File: src/rtl/mem_shim_mc.sv
// mem_shim_mc: round-robin multi-channel bridge from core request FIFOs to an Avalon-MM DDR3 master,
// with in-order read response routing via a channel tag FIFO.
module mem_shim_mc #(
    parameter int NCH = 2,
    parameter int ADDR_W = 22,
    parameter int DATA_W = 64,
    parameter int DDR_AW = 29,
    parameter logic [DDR_AW-ADDR_W-1:0] BASE_HI = 7'b0011000,
    parameter int MAX_OUT = 8
) (
    input  logic                       clk,
    input  logic                       rst,
    input  logic                       hard_rst,
    input  logic [2*NCH-1:0]           mem_req_rd_cmd,
    input  logic [ADDR_W*NCH-1:0]      mem_req_rd_addr,
    input  logic [DATA_W*NCH-1:0]      mem_req_rd_dta,
    input  logic [NCH-1:0]             mem_req_rd_valid,
    output logic [NCH-1:0]             mem_req_rd_en,
    output logic [DATA_W-1:0]          mem_res_wr_dta,
    output logic [NCH-1:0]             mem_res_wr_en,
    input  logic [NCH-1:0]             mem_res_wr_almost_full,
    output logic [DDR_AW-1:0]          ddr3_addr,
    output logic [7:0]                 ddr3_burstcnt,
    output logic                       ddr3_read,
    output logic                       ddr3_write,
    output logic [DATA_W-1:0]          ddr3_writedata,
    output logic [DATA_W/8-1:0]        ddr3_byteenable,
    input  logic [DATA_W-1:0]          ddr3_readdata,
    input  logic                       ddr3_readdatavalid,
    input  logic                       ddr3_waitrequest,
    output logic                       err_unexpected,
    output logic [$clog2(MAX_OUT):0]   outstanding
);
    localparam int CW = NCH > 1 ? $clog2(NCH) : 1;
    localparam int PW = MAX_OUT > 1 ? $clog2(MAX_OUT) : 1;
    localparam int OW = $clog2(MAX_OUT) + 1;
    localparam logic [OW-1:0] MAX_V = OW'(MAX_OUT);
    typedef enum logic {IDLE, ISSUE} state_t;
    state_t state_q, state_d;
    logic [NCH-1:0] rd_en_q, rd_en_d, res_en_q, res_en_d, elig;
    logic [CW-1:0] gnt_q, gnt_d, ptr_q, ptr_d;
    logic rd_q, rd_d, wr_q, wr_d, err_q, err_d, push, pop, found;
    logic [DDR_AW-1:0] addr_q, addr_d;
    logic [DATA_W-1:0] wdata_q, wdata_d, res_dta_q, res_dta_d;
    logic [OW-1:0] cnt_q, cnt_d;
    logic [PW-1:0] wp_q, wp_d, rp_q, rp_d;
    logic [CW-1:0] tags_q [MAX_OUT];
    logic [CW-1:0] tags_d [MAX_OUT];
    logic [1:0] cmd_g;
    int idx;
    // Writes wait for an empty read pipeline so responses never pass a later write.
    always_comb begin
        elig = '0;
        for (int i = 0; i < NCH; i++)
            elig[i] = mem_req_rd_valid[i] && (mem_req_rd_cmd[2*i+1]
                ? (mem_req_rd_cmd[2*i] ? cnt_q == '0 : !mem_res_wr_almost_full[i] && cnt_q < MAX_V)
                : 1'b1);
    end
    always_comb begin
        found = 1'b0;
        idx = 0;
        for (int i = 0; i < NCH; i++) begin
            if (!found && elig[(int'(ptr_q) + i) % NCH]) begin
                found = 1'b1;
                idx = (int'(ptr_q) + i) % NCH;
            end
        end
    end
    // A grant raises rd_en for one cycle; the show-ahead head is captured during that cycle.
    always_comb begin
        state_d = state_q;
        rd_en_d = '0;
        res_en_d = '0;
        gnt_d = gnt_q;
        ptr_d = ptr_q;
        rd_d = rd_q;
        wr_d = wr_q;
        addr_d = addr_q;
        wdata_d = wdata_q;
        res_dta_d = res_dta_q;
        err_d = err_q;
        wp_d = wp_q;
        rp_d = rp_q;
        tags_d = tags_q;
        cmd_g = mem_req_rd_cmd[2*gnt_q +: 2];
        push = rd_q && !ddr3_waitrequest;
        pop = ddr3_readdatavalid && cnt_q != '0;
        if (state_q == IDLE && rd_en_q == '0 && found) begin
            rd_en_d[idx] = 1'b1;
            gnt_d = CW'(idx);
            ptr_d = idx == NCH - 1 ? '0 : CW'(idx + 1);
        end
        if (state_q == IDLE && rd_en_q != '0) begin
            state_d = cmd_g[1] ? ISSUE : IDLE;
            rd_d = cmd_g == 2'd2;
            wr_d = cmd_g == 2'd3;
            addr_d = cmd_g[1] ? {BASE_HI, mem_req_rd_addr[ADDR_W*gnt_q +: ADDR_W]} : addr_q;
            wdata_d = cmd_g[1] ? mem_req_rd_dta[DATA_W*gnt_q +: DATA_W] : wdata_q;
        end
        if (state_q == ISSUE && !ddr3_waitrequest) begin
            state_d = IDLE;
            rd_d = 1'b0;
            wr_d = 1'b0;
        end
        if (ddr3_readdatavalid && cnt_q == '0)
            err_d = 1'b1;
        if (pop) begin
            res_en_d[tags_q[rp_q]] = 1'b1;
            res_dta_d = ddr3_readdata;
            rp_d = rp_q == PW'(MAX_OUT - 1) ? '0 : rp_q + PW'(1);
        end
        if (push) begin
            tags_d[wp_q] = gnt_q;
            wp_d = wp_q == PW'(MAX_OUT - 1) ? '0 : wp_q + PW'(1);
        end
        cnt_d = cnt_q + OW'(push) - OW'(pop);
    end
    // Read bookkeeping survives soft reset so in-flight responses still find their channel.
    always_ff @(posedge clk) begin
        if (rst || hard_rst) begin
            state_q <= IDLE;
            rd_en_q <= '0;
            res_en_q <= '0;
            gnt_q <= '0;
            ptr_q <= '0;
            rd_q <= 1'b0;
            wr_q <= 1'b0;
            addr_q <= '0;
            wdata_q <= '0;
            res_dta_q <= '0;
        end else begin
            state_q <= state_d;
            rd_en_q <= rd_en_d;
            res_en_q <= res_en_d;
            gnt_q <= gnt_d;
            ptr_q <= ptr_d;
            rd_q <= rd_d;
            wr_q <= wr_d;
            addr_q <= addr_d;
            wdata_q <= wdata_d;
            res_dta_q <= res_dta_d;
        end
        if (hard_rst) begin
            cnt_q <= '0;
            wp_q <= '0;
            rp_q <= '0;
            err_q <= 1'b0;
            tags_q <= '{default: '0};
        end else begin
            cnt_q <= cnt_d;
            wp_q <= wp_d;
            rp_q <= rp_d;
            err_q <= err_d;
            tags_q <= tags_d;
        end
    end
    assign mem_req_rd_en = rd_en_q;
    assign mem_res_wr_en = res_en_q;
    assign mem_res_wr_dta = res_dta_q;
    assign ddr3_addr = addr_q;
    assign ddr3_burstcnt = 8'd1;
    assign ddr3_read = rd_q;
    assign ddr3_write = wr_q;
    assign ddr3_writedata = wdata_q;
    assign ddr3_byteenable = '1;
    assign err_unexpected = err_q;
    assign outstanding = cnt_q;
endmodule

File: config.mk
export PLATFORM = sky130hd
export DESIGN_NAME = mem_shim_mc
export DESIGN_NICKNAME = d
export VERILOG_FILES = /design/src/rtl/mem_shim_mc.sv
export SDC_FILE = /design/constraint.sdc
export NUM_CORES = 1
export LEC_CHECK = 0
export BUFFER_PORTS_ARGS = -buffer_cell sky130_fd_sc_hd__buf_4
export CAP_MARGIN = 20
export CORE_AREA = 2 2 169 171
export CTS_CLUSTER_DIAMETER = 40
export DETAILED_ROUTE_END_ITERATION = 10
export DIE_AREA = 0 0 171 173
export PLACE_DENSITY = 0.62
export SYNTH_ARGS = -nofsm -noshare
export SYNTH_HDL_FRONTEND = slang
export SYNTH_SLANG_ARGS = --single-unit
File: constraint.sdc
create_clock -name clk -period 5.41 [get_ports clk]
set_input_delay 0.541 -clock clk [delete_from_list [all_inputs] [get_ports clk]]
set_output_delay 0.541 -clock clk [all_outputs]
set_load 0.01 [all_outputs]
# Word-level counts from Yosys, hierarchy flattened
# Index checks and enable logic that the tools add are counted.
[classes]
n_mul = 1
n_mux = 27
addsub = 6
n_lt_le_gt_ge = 10
eq_ne = 5
bitwise = 6
n_reduce_logical = 28
n_shift = 3
[op_table]
columns = ["operator", "count"]
rows = [
  ["$shiftx 128x8->64", 1],
  ["$shiftx 44x7->22", 1],
  ["$eq 32x2->1 const B", 1],
  ["$ge 32x1->1 const B", 1],
  ["$lt 32x3->1 const B", 1],
  ["$mux 32", 1],
  ["$mux 1", 19],
  ["$logic_and 1x1->1", 15],
  ["$bwmux 8", 1],
  ["$ge 4x4->1 const B", 2],
  ["$not 3->4", 2],
  ["$add 3x1->3 const B", 2],
  ["$eq 3x3->1 const B", 2],
  ["$mux 3", 2],
  ["$reduce_or 2->1", 3],
  ["$mul 4x1->5 const A", 1],
  ["$add 4x1->4", 1],
  ["$eq 2x2->1 const B", 2],
  ["$logic_not 1->1", 4],
  ["$logic_not 4->1", 1],
  ["$lt 1x2->1 const B", 2],
  ["$lt 4x1->1 const B", 1],
  ["$lt 4x4->1 const B", 1],
  ["$reduce_bool 4->1", 1],
  ["other kinds (14)", 18],
]
[totals]
ff_bits = 179
inputBits = 249

# Depth between registers and ports, before layout
[logic_depth]
word_depth = 15
ltp_mapped = 12

# Worst setup path after synthesis
# OpenSTA, ideal clock, no wires.
[synth_timing]
path_kind = "register to register"
startpoint = "register cnt_q[3] (netlist: outstanding[3])"
endpoint = "register cnt_q[3] (netlist: outstanding[3])"
arrival_time_ps = 2039
period_less_slack_ps = 2167
path_buffers = 2
t_required_ps = 5282
path_slack_ps = 3243
path_stages_with_launch = 13
cell_sequence = "dfxtp_1 -> inv_1 -> ha_1 -> nor3b_2 -> nor2b_1 -> buf_2 -> buf_2 -> nand2_1 -> ha_1 -> a21o_1 -> a21oi_1 -> xnor2_1 -> nor2_1"
[synth_via]
elab_chain_cells = 3
word_cells_on_any_way = 4
cone_classes = "add/sub (2); reduce/logical (2)"
[synth_lines]
columns = ["element", "line_no", "rtl"]
rows = [
  ["from (decl)", "45", "logic [OW-1:0] cnt_q, cnt_d;"],
  ["from (signal assigned)", "150", "cnt_q <= cnt_d;"],
  ["parallel branches: the longest is 2 deep, another holds $add 4x1->4", "--", ""],
  ["$sub 4x1->4 *", "116", "cnt_d = cnt_q + OW'(push) - OW'(pop);"],
]
# Mark *: on every way between the ends.
# A chain may end at the register's enable or synchronous reset.

# Worst setup path after layout
[layout_timing]
startpoint = "register gnt_q"
endpoint = "register wdata_q[31] (netlist: ddr3_writedata[31])"
[layout_via]
elab_chain_cells = 2
word_cells_on_any_way = 3
cone_classes = "shift (2); reduce/logical (1)"
[layout_lines]
columns = ["element", "line_no", "rtl"]
rows = [
  ["from (decl)", "41", "logic [CW-1:0] gnt_q, gnt_d, ptr_q, ptr_d;"],
  ["from (signal assigned)", "135", "gnt_q <= gnt_d;"],
  ["parallel branches: the longest is 2 deep, another holds $shiftx 128x8->64", "--", ""],
  ["to (signal assigned)", "140", "wdata_q <= wdata_d;"],
  ["to (decl)", "44", "logic [DATA_W-1:0] wdata_q, wdata_d, res_dta_q, res_dta_d;"],
]
# Several ways; the timed one is not identified.

==> flow_summary_export.csv <==
group,metric,value,unit
floorplanning,num_io_pins,433,
finish,final_common_cell,"buf_4",
global_route,antenna_found_initial,1,
detailed_routing,ant_nets,0,
setup_path,required,5.75,ns
global_route,grt_usage,15.8,%
finish,fillers,2779,
finish,fin_area,0.0115,mm²
finish,nNetsFinal,1453,
detailed_routing,wire_per_inst,15.6,µm
yosys,synth_top_area_cell,"dfxtp_1",
power,total_power,3.55,mW
detailed_routing,drtPass1Iterations,6,
floorplanning,dieArea,0.0296,mm²
floorplanning,fp.dieW,171,µm
power,p_int,2.42,mW
clock_tree,htree_levels,4,
detailed_routing,vias,6950,
global_route,grt_pass1_vias,6702,
yosys,avgSynthCellArea,9.30,µm²
floorplanning,die_h,173,µm
floorplanning,fp.coreArea,0.0276,mm²
clock_tree,cts.sinks,179,
placed_design,place_congestion,0.757,
global_route,grt_pass1_wl,36500,µm
yosys,synth_area,0.00772,mm²
power,clockPowerShare,34.1,%
power,p_seq_share,41.2,%
yosys,yosys_warnings,0,
sta,rsz0062_at_grt,"no",
sta,report.final.slew_viol_count,0,
setup_path,critPathArrivalTime,2.85,ns
finish,area_growth_syn_to_layout,49.0,%
finish,multi_input_area,0.00372,mm²
power,power_density,309,mW/mm²
clock_tree,cts_tree,"built",
run,max_cap_violations,0,
global_route,grt_max_degree,166,
sta,timing.fmax,398,MHz
setup_path,path_max_fanout,165,
power,p_comb_share,24.7,%
finish,drive_above_1_share,41.9,%
yosys,async_reset_ff_share,0,%
sta,fin_crit,2.51,ns
sta,worst_pin_slew,1.09,ns
min_path,hold_path_class,"primary input to register",
power,peakVddDrop,152,µV
yosys,ys.flop_type,"dfxtp_1",
yosys,yosysSeqAreaShare,46.4,%
detailed_routing,wl_met3,2310,µm
clock_tree,postCtsSetupBuffers,0,
power,p_sw,1.13,mW
clock_tree,cts_buffers,17,
detailed_routing,drtIter0Drc,286,
placed_design,dp.cells,1554,
sta,finalClockSkew,0.0142,ns
detailed_routing,drc,0,
setup_path,critical_path_class,"register to register",
sta,timing.slew.headroom,27.1,%
placed_design,place_area,0.0109,mm²
detailed_routing,met2WireLength,12100,µm
yosys,synth_edf_count,0,
yosys,syn_inst,830,
sta,fin_setup_tns,0,ns
finish,final_cells,1586,
sta,setup_viol,0,
setup_path,crit_path_start_kind,"register",
detailed_routing,highest_layer,"met5",
floorplanning,rows,61,
finish,regArea,0.00359,mm²
placed_design,place_hpwl,18300,µm
placed_design,io_buffer_count,411,
finish,final_cell_mix,"414 x buf_4, 178 x dfxtp_1, 139 x nand2_1",
global_route,overflow,0,
yosys,ys_types,39,
clock_tree,cts_resized,0,
yosys,ys_ff_latch,179,
floorplanning,start_util,27.9,%
clock_tree,cts_root_buf,"clkbuf_16",
setup_path,critPathCaptureType,"register",
power,leakage,4.68,nW
clock_tree,path_clk_slew,0.08,ns
sta,post-route-period-util,46.5,%
detailed_routing,vias_per_cell,4.38,
outcome,outcome,"complete, no violations",
detailed_routing,met1_length,9940,µm
clock_tree,clock_path_buffers,2,
clock_tree,postCtsHoldBufs,0,
yosys,synth_area_leaders,"dfxtp_1 46%, mux2i_1 13%, a211oi_2 8.1%, nand2_1 6.8%, nor2_1 5.3%",
finish,num_antenna_cells,0,
detailed_routing,wirelength,24700,µm
sta,finalHoldViolCount,0,
power,switching_share,31.9,%
yosys,synth_top_area_share,46.4,%
clock_tree,clock_latency,0.42,ns
critical path, cell delays in order (launching register included):
cell and delay (ns):
dfxtp_4 0.79, mux2i_1 0.25, nor2_4 0.32, buf_12 0.52
nor2_1 0.11, a211oi_1 0.22
layout make-up:
type                       instances  share of cell area [%]
clock buffer                      19                    3.85
clock inverter                    13                    1.01
inverter                           4                   0.131
multi-input combinational        577                    32.3
sequential                       179                    31.2
tap                              378                    4.11
timing repair buffer             416                    27.4
routing by layer:
| metal | track usage, % | vias to the layer above |
|---|---|---|
| li1 | - | 3538 |
| met1 | 18.0 | 3126 |
| met2 | 27.3 | 260 |
| met3 | 5.79 | 24 |
| met4 | 4.91 | 2 |
| met5 | 0 | - |
power by group through the flow:
stage | logic [mW] | registers, mW | clock network [mW]
finish | 0.877 | 1.46 | 1.21
global route | 0.971 | 1.48 | 1.31
global placement | 0.889 | 1.49 | 0
CTS | 0.900 | 1.46 | 1.26
detailed placement | 0.900 | 1.49 | 0
floorplan | 0.518 | 1.51 | 0
flip-flops by register name, summed over array words and instances (netlist names):
name,cells
err_unexpected,1
tags_q,8
mem_res_wr_en,2
outstanding,4
rp_q,3
ddr3_write,1
ptr_q,1
ddr3_writedata,64
mem_req_rd_en,2
wp_q,3
state_q,1
gnt_q,1
mem_res_wr_dta,64
ddr3_addr,23
ddr3_read,1
metrics by stage:
stage | util (%) | hold WS (ns) | worst slack [ns]
after global routing | 41.6 | 0.341 | 2.67
after CTS | 41.6 | 0.325 | 2.92
after detailed placement | 39.6 | 0.447 | 2.93
after floorplan | - | 0.451 | 3.24
final | 41.6 | 0.353 | 2.90
after global placement | 39.6 | 0.442 | 2.95
cell families after synthesis:
logic type | count (synthesis) | synth area share [%]
AO/OA/AOI/OAI | 172 | 17.6
XOR/XNOR | 3 | 0.341
buffers and inverters | 93 | 6.55
flip-flops | 179 | 46.4
multiplexers | 100 | 13.3
AND/OR/NAND/NOR | 272 | 14.2
adder cells (fa/ha/maj) | 9 | 1.56
other | 2 | 0.0973
Yosys cell counts (2+ instances only):
cell type	number
mux2i_1	98
buf_2	35
clkbuf_1	23
ha_1	8
a21oi_1	73
nor2_1	109
a211oi_2	50
buf_4	30
conb_1	2
o21ai_0	3
xnor2_1	3
a211oi_1	37
nand2_1	139
mux4_2	2
inv_1	4
o211ai_1	2
nor4b_1	2
nor3b_1	2
nor2b_1	3
dfxtp_1	179
nand2b_1	3
or3_1	2
nor3_1	5
worst paths after layout:
kind         slack [ns]            endpoint  depth (start not counted)               start
min reg2reg        0.46  mem_res_wr_dta[49]                          2  mem_res_wr_dta[49]
max reg2reg        2.90  ddr3_writedata[31]                          5               gnt_q
max                2.90  ddr3_writedata[31]                          5               gnt_q
min                0.35  mem_res_wr_dta[47]                          3   ddr3_readdata[47]
Power figures use the tool's default switching activity.
